## config.mk

```make
export PLATFORM = sky130hd
export DESIGN_NAME = bbframe_fill_scheduler_flat
export DESIGN_NICKNAME = d
export VERILOG_FILES = /design/src/rtl/bbframe_fill_scheduler_if.sv /design/src/rtl/bbframe_fill_scheduler.sv /design/src/flat_wrapper.sv
export SDC_FILE = /design/constraint.sdc
export NUM_CORES = 1
export LEC_CHECK = 0
export BUFFER_PORTS_ARGS = -buffer_cell sky130_fd_sc_hd__buf_4
export CORE_UTILIZATION = 51
export DETAILED_ROUTE_END_ITERATION = 10
export PLACE_DENSITY_LB_ADDON = 0.15
export SLEW_MARGIN = 20
export SYNTH_ARGS = -nofsm -noshare
export SYNTH_HDL_FRONTEND = slang
export SYNTH_SLANG_ARGS = --single-unit
export TNS_END_PERCENT = 50
```

## constraint.sdc

```tcl
create_clock -name DCLK_IN -period 2.4 [get_ports DCLK_IN]
set_input_delay 0.12 -clock DCLK_IN [delete_from_list [all_inputs] [get_ports DCLK_IN]]
set_output_delay 0.12 -clock DCLK_IN [all_outputs]
set_load 0.05 [all_outputs]
```

## src/rtl/bbframe_fill_scheduler_if.sv

```systemverilog
// Byte-stream bundle between the TS FIFO, the fill scheduler and the BBHeader packer.
// master = scheduler side, slave = FIFO/packer environment side.
interface bbframe_fill_scheduler_if;
  logic       FIFO_EMPTY;
  logic [7:0] FIFO_DATA;
  logic [7:0] FIFO_INDEX;
  logic       FIFO_RD_REQ;
  logic       BB_READY;
  logic [7:0] BB_DATA;
  logic       BB_DVALID;
  logic       BB_LAST;

  modport master (
    input  FIFO_EMPTY, FIFO_DATA, FIFO_INDEX, BB_READY,
    output FIFO_RD_REQ, BB_DATA, BB_DVALID, BB_LAST
  );

  modport slave (
    output FIFO_EMPTY, FIFO_DATA, FIFO_INDEX, BB_READY,
    input  FIFO_RD_REQ, BB_DATA, BB_DVALID, BB_LAST
  );
endinterface

```

## src/rtl/bbframe_fill_scheduler.sv

```systemverilog
// Fills one BBFrame data field per FRAME_START from the TS FIFO, zero-padding on stall,
// and reports DFL/SYNCD/UPL for header insertion.
module bbframe_fill_scheduler #(
  parameter int unsigned DF_BYTES       = 4826,
  parameter int unsigned TIMEOUT_CYCLES = 64
) (
  input  logic                      DCLK_IN,
  input  logic                      RST,
  input  logic                      FRAME_START,
  input  logic                      NM_or_HEM,
  bbframe_fill_scheduler_if.master  bus,
  output logic                      FRAME_DONE,
  output logic [15:0]               DFL,
  output logic [15:0]               SYNCD,
  output logic [15:0]               UPL,
  output logic                      BUSY
);

  localparam int unsigned TW     = $clog2(TIMEOUT_CYCLES + 1);
  localparam logic [12:0] DF_CNT = 13'(DF_BYTES);
  localparam logic [TW-1:0] TO_CNT = TW'(TIMEOUT_CYCLES);

  generate
    if ((DF_BYTES * 8 > 65535) || (DF_BYTES == 0) || (TIMEOUT_CYCLES < 2)) begin : g_bad_params
      $error("bbframe_fill_scheduler: DF_BYTES*8 must fit 16 bits and TIMEOUT_CYCLES must be >= 2");
    end
  endgenerate

  typedef enum logic [2:0] {
    S_IDLE,
    S_FILL,
    S_DRAIN,
    S_PAD,
    S_DONE
  } state_t;

  state_t          state_q, state_d;
  logic [12:0]     count_q, count_d;
  logic [12:0]     real_q, real_d;
  logic [TW-1:0]   tmo_q, tmo_d;
  logic            pend_q, pend_d;
  logic            hem_q, hem_d;
  logic            sync_found_q, sync_found_d;
  logic [15:0]     sync_off_q, sync_off_d;
  logic [15:0]     dfl_q, dfl_d;
  logic [15:0]     syncd_q, syncd_d;
  logic [15:0]     upl_q, upl_d;

  logic            rd_req;
  logic [7:0]      bb_data;
  logic            bb_dvalid;
  logic            bb_last;

  always_comb begin
    state_d      = state_q;
    count_d      = count_q;
    real_d       = real_q;
    tmo_d        = tmo_q;
    pend_d       = 1'b0;
    hem_d        = hem_q;
    sync_found_d = sync_found_q;
    sync_off_d   = sync_off_q;
    dfl_d        = dfl_q;
    syncd_d      = syncd_q;
    upl_d        = upl_q;
    rd_req       = 1'b0;
    bb_data      = '0;
    bb_dvalid    = 1'b0;
    bb_last      = 1'b0;

    // A read issued last cycle always lands now; count_q already includes it.
    if (pend_q) begin
      bb_dvalid = 1'b1;
      bb_data   = bus.FIFO_DATA;
      bb_last   = (count_q == DF_CNT);
      real_d    = real_q + 13'd1;
      if (!sync_found_q && (bus.FIFO_INDEX == 8'd1)) begin
        sync_found_d = 1'b1;
        sync_off_d   = {real_q, 3'b000};
      end
    end

    case (state_q)
      S_IDLE: begin
        if (FRAME_START) begin
          state_d      = S_FILL;
          count_d      = '0;
          real_d       = '0;
          tmo_d        = '0;
          hem_d        = NM_or_HEM;
          sync_found_d = 1'b0;
          sync_off_d   = '0;
        end
      end
      S_FILL: begin
        rd_req = bus.BB_READY & ~bus.FIFO_EMPTY & (count_q < DF_CNT);
        if (rd_req) begin
          count_d = count_q + 13'd1;
          pend_d  = 1'b1;
          tmo_d   = '0;
        end else if (bus.FIFO_EMPTY && bus.BB_READY) begin
          tmo_d = tmo_q + 1'b1;
        end
        if (count_d == DF_CNT) begin
          state_d = S_DRAIN;
        end else if ((tmo_q == TO_CNT) && !rd_req) begin
          state_d = S_PAD;
        end
      end
      S_DRAIN: begin
        state_d = S_DONE;
      end
      S_PAD: begin
        if (bus.BB_READY) begin
          bb_dvalid = 1'b1;
          bb_data   = 8'h00;
          count_d   = count_q + 13'd1;
          bb_last   = (count_d == DF_CNT);
          if (count_d == DF_CNT) begin
            state_d = S_DONE;
          end
        end
      end
      S_DONE: begin
        state_d = S_IDLE;
      end
      default: begin
        state_d = S_IDLE;
      end
    endcase

    // Frame report is registered on DONE entry so it changes with FRAME_DONE.
    if ((state_d == S_DONE) && (state_q != S_DONE)) begin
      dfl_d   = {real_d, 3'b000};
      syncd_d = sync_found_d ? sync_off_d : 16'hFFFF;
      upl_d   = hem_q ? 16'd1496 : 16'd1504;
    end
  end

  always_ff @(posedge DCLK_IN or negedge RST) begin
    if (!RST) begin
      state_q      <= S_IDLE;
      count_q      <= '0;
      real_q       <= '0;
      tmo_q        <= '0;
      pend_q       <= 1'b0;
      hem_q        <= 1'b0;
      sync_found_q <= 1'b0;
      sync_off_q   <= '0;
      dfl_q        <= '0;
      syncd_q      <= 16'hFFFF;
      upl_q        <= '0;
    end else begin
      state_q      <= state_d;
      count_q      <= count_d;
      real_q       <= real_d;
      tmo_q        <= tmo_d;
      pend_q       <= pend_d;
      hem_q        <= hem_d;
      sync_found_q <= sync_found_d;
      sync_off_q   <= sync_off_d;
      dfl_q        <= dfl_d;
      syncd_q      <= syncd_d;
      upl_q        <= upl_d;
    end
  end

  assign bus.FIFO_RD_REQ = rd_req;
  assign bus.BB_DATA     = bb_data;
  assign bus.BB_DVALID   = bb_dvalid;
  assign bus.BB_LAST     = bb_last;
  assign FRAME_DONE      = (state_q == S_DONE);
  assign BUSY            = (state_q != S_IDLE);
  assign DFL             = dfl_q;
  assign SYNCD           = syncd_q;
  assign UPL             = upl_q;

endmodule

```

## src/flat_wrapper.sv

```systemverilog
// flat-port wrapper written by rule: the top's interface ports become plain ports
module bbframe_fill_scheduler_flat 
#(
  parameter int unsigned DF_BYTES       = 4826,
  parameter int unsigned TIMEOUT_CYCLES = 64
)
  (DCLK_IN, RST, FRAME_START, NM_or_HEM, FRAME_DONE, DFL, SYNCD, UPL, BUSY, bus_FIFO_EMPTY, bus_FIFO_DATA, bus_FIFO_INDEX, bus_BB_READY, bus_FIFO_RD_REQ, bus_BB_DATA, bus_BB_DVALID, bus_BB_LAST);
  bbframe_fill_scheduler_if bus_i ();
  input  logic DCLK_IN;
  input  logic RST;
  input  logic FRAME_START;
  input  logic NM_or_HEM;
  output logic FRAME_DONE;
  output logic [15:0] DFL;
  output logic [15:0] SYNCD;
  output logic [15:0] UPL;
  output logic BUSY;
  input wire logic [$bits(bus_i.FIFO_EMPTY)-1:0] bus_FIFO_EMPTY;
  input wire logic [$bits(bus_i.FIFO_DATA)-1:0] bus_FIFO_DATA;
  input wire logic [$bits(bus_i.FIFO_INDEX)-1:0] bus_FIFO_INDEX;
  input wire logic [$bits(bus_i.BB_READY)-1:0] bus_BB_READY;
  output wire logic [$bits(bus_i.FIFO_RD_REQ)-1:0] bus_FIFO_RD_REQ;
  output wire logic [$bits(bus_i.BB_DATA)-1:0] bus_BB_DATA;
  output wire logic [$bits(bus_i.BB_DVALID)-1:0] bus_BB_DVALID;
  output wire logic [$bits(bus_i.BB_LAST)-1:0] bus_BB_LAST;
  assign bus_i.FIFO_EMPTY = bus_FIFO_EMPTY;
  assign bus_i.FIFO_DATA = bus_FIFO_DATA;
  assign bus_i.FIFO_INDEX = bus_FIFO_INDEX;
  assign bus_i.BB_READY = bus_BB_READY;
  assign bus_FIFO_RD_REQ = bus_i.FIFO_RD_REQ;
  assign bus_BB_DATA = bus_i.BB_DATA;
  assign bus_BB_DVALID = bus_i.BB_DVALID;
  assign bus_BB_LAST = bus_i.BB_LAST;
  bbframe_fill_scheduler #(.DF_BYTES(DF_BYTES), .TIMEOUT_CYCLES(TIMEOUT_CYCLES)) u_core (.DCLK_IN(DCLK_IN), .RST(RST), .FRAME_START(FRAME_START), .NM_or_HEM(NM_or_HEM), .bus(bus_i), .FRAME_DONE(FRAME_DONE), .DFL(DFL), .SYNCD(SYNCD), .UPL(UPL), .BUSY(BUSY));
endmodule
```

==> results by group <==
Status
  – Status: finished, violations left
  – Failing checks: setup timing

Route
  – DR vias/cell: 5.66
  – Drt pass-1 iters: 4
  – Drt total wl: 12.4 mm
  – Vias: 4070
  – DR iter-0 viols: 197
  – Routed len/inst: 17.3 um
  – DRC errors left: 0
  – Post-route antenna net violation count: 0

Final layout
  – Multi-input logic area: approximately 2500 sq um
  – Number of fill cells in the layout: 645
  – Register area: 2210 sq um
  – Share of cells above drive strength 1: 0.422
  – Layout area overhead: 32.8%
  – ANT cells: 0
  – Layout net count: 634

STA
  – Final setup TNS: -0.307 ns
  – Slew HR: 0.541
  – Final Max Slew Viols: 0
  – Fmax: around 0.39 GHz
  – Clock Skews: between 0.008 and 0.009 ns
  – Minimum clock period: 2.53 ns
  – Final setup violation count: 11
  – Endpoints failing hold: 0
  – Worst setup margin: -0.133 ns
  – Slew at the pin with the worst max-slew slack: about 0.7 ns
  – Crit share post-route: 1.06
  – Unrepaired setup endpoints after global routing: yes

GRT
  – Initial antenna violation count: 0
  – First-pass GRT wire length: 19.5 mm
  – GRT overflow: 0
  – Routing usage on met1: 0.362
  – Global routing's busiest layer: met2
  – Met3 Resource Use GR: 0.0475
  – Vias in the first global route: 3794
  – Total track usage: 0.257
  – Met2 usage: 0.393
  – Largest net degree at the start of global routing: 56

Synthesis
  – FFs w/ async S/R, synth: 1.00
  – Primary FF master, synth: dfrtp_1
  – Yosys Warn Count: 0
  – Sequential share of the synthesized area: 0.460
  – Post-Synthesis Cells: between 400 and 500
  – Flops & latches, synth: 87
  – Post-Syn Area: 4780 sq um
  – EDFF count, synth: 0
  – Avg Inst Size Synth: 10.1 sq um
  – Distinct cells, synth: 61

Die
  – Die height: 98.8 um
  – Starting Density: 0.537
  – Row cnt: 34
  – Core Area: 8890 sq um
  – Num ports: 83
  – Die width: 98.8 um
  – Die area: 9760 sq um

Placed design
  – RD Place Congestion: 0.937
  – Port buffer count: 70
  – DP HPWL: 8.30 mm

Pwr
  – Leak pwr: 0.00311 uW
  – PwrDens: 592 nW/um^2
  – Total power: 3760 uW
  – Worst VDD drop: 0.454 mV

Min path
  – Type of the worst min-delay path: input pin to register

Critical path
  – Crit path capture type: register
  – Critical Path AT: 2.78 ns
  – CP startpoint kind: register
  – Required @ worst endpoint: 2.65 ns
  – Worst-path fanout max: 6
  – Setup CP Type: register to register

Clocking
  – Clk_lat worst skew: 0.36 ns
  – Clock Sinks: 87
  – CTS root buf: clkbuf_8
  – CTS clock-pin slew for the worst setup and hold paths: 0.09 ns
  – Clock buffer count from CTS: 9
  – Clk buf depth: 2
  – H-tree depth reported by CTS: 3
  – TritonCTS clock tree: built

Flow run
  – Max-cap viol count: 0
## critical path, stage by stage, from the launching register on
cell and delay [ns]:
dfrtp_2 0.45, nand4_1 0.20, buf_4 0.20, buf_4 0.13, buf_4 0.13, buf_4 0.13
buf_4 0.12, buf_4 0.12, buf_4 0.12, buf_4 0.12, buf_4 0.12, buf_4 0.12
buf_4 0.13, nor2_4 0.07, a21oi_1 0.06, o21ai_1 0.11, o21ai_1 0.07
## report_power, final
group          switching, uW  internal, uW  total, uW
Combinational            462           375        837
Sequential               163          1590       1760
Clock                    566           599       1170
Total                   1190          2570       3760
## cells by family (layout without fill, tap and decap cells)
kind of cell,count (synthesis),count (layout),synth area share
and+or+nand+nor,165,165,0.177
muxes,47,47,0.125
xor gates and xnor gates,20,20,0.0367
adders and majority gates,6,6,0.0157
buffers and inverters,60,189,0.0728
other,1,12,0.000785
DFF,87,87,0.460
AOI/OAI and AO/OA,85,85,0.112
## registers in the layout, indices dropped and copies added, names as in the netlist
name	count
u_core.tmo_q	7
u_core.DFL	13
u_core.UPL	3
u_core.state_q	3
u_core.sync_off_q	16
u_core.SYNCD	16
u_core.real_q	13
u_core.pend_q	1
u_core.count_q	13
u_core.hem_q	1
u_core.sync_found_q	1
## layout by cell type, fill, tap and decap left out, types with 7 or more instances in the layout
master,n
nand3_1,14
nor2_1,46
and2_1,14
xor2_1,10
a21oi_1,14
mux2_4,27
xnor2_1,8
inv_1,18
conb_1,12
buf_4,142
o31ai_1,7
o21ai_1,8
nand2_1,23
dfrtp_1,61
nand4_1,14
clkbuf_8,9
and3_1,7
o21ai_0,32
dfstp_2,16
mux2i_1,19
dfrtp_2,10
nand2b_1,8
## final timing paths
check / from / to / slack [ns] / cells after the start
worst max-delay path: u_core.count_q[10] / u_core.count_q[11] / -0.13 / 16
worst min-delay path: FRAME_START / u_core.state_q[0] / 0.23 / 4
worst max register to register: u_core.count_q[10] / u_core.count_q[11] / -0.13 / 16
worst min register to register: u_core.SYNCD[2] / u_core.SYNCD[2] / 0.47 / 2
max in group asynchronous: RST / u_core.SYNCD[15] / 1.38 / 3
min in group asynchronous: RST / u_core.real_q[8] / 0.34 / 2
## metal layers
layer / share of wire / routed length (um)
met1: 0.44 / 5440
met2: 0.48 / 5920
met3: 0.065 / 804
met4: 0.023 / 282
met5: 0 / 0
## stage by stage
stage	hold slack [ns]	std cells	worst slack, ns	cell area, sq um	utilization
3_3_place_gp	0.204	661	-0.0824	5590	0.628
5_1_grt	0.247	719	-0.192	6350	0.714
4_1_cts	0.215	702	-0.00863	6070	0.683
2_1_floorplan	-0.176	482	0.0391	4830	-
3_5_place_dp	0.211	661	-0.0895	5590	0.628
6_report	0.226	719	-0.133	6350	0.714
## cell type report
| type | count | share of cell area |
|---|---|---|
| sequential | 87 | 0.348 |
| multi-input combinational | 335 | 0.387 |
| clock inverter | 7 | 0.0160 |
| inverter | 19 | 0.0112 |
| tap | 108 | 0.0213 |
| clock buffer | 9 | 0.0195 |
| timing repair buffer | 154 | 0.197 |
## cell usage after synthesis (8+ instances only)
master     n  area [sq um]
dfrtp_1   71          1780
a21oi_1   15          75.1
nand4_1   14          87.6
and2_1    14          87.6
inv_1     18          67.6
nor2_1    48           180
mux2i_1   19           190
buf_4     20           150
xor2_1    10          87.6
clkbuf_1   8          30.0
mux2_4    24           360
dfstp_2   16           420
xnor2_1   10          87.6
o21ai_0   34           170
buf_2      8          40.0
nand2b_1   8          50.1
nand3_1   17          85.1
nand2_1   28           105
## timing repair
item                       4_1_cts  5_1_grt
setup endpoints to repair       30       46
hold buffers                     2        0
hold endpoints to repair        44        0
cloned                           0        1
pin swaps                        9       17
setup buffers                   23       16
gates resized for setup         21       28
(Power assumes the default switching activity.)
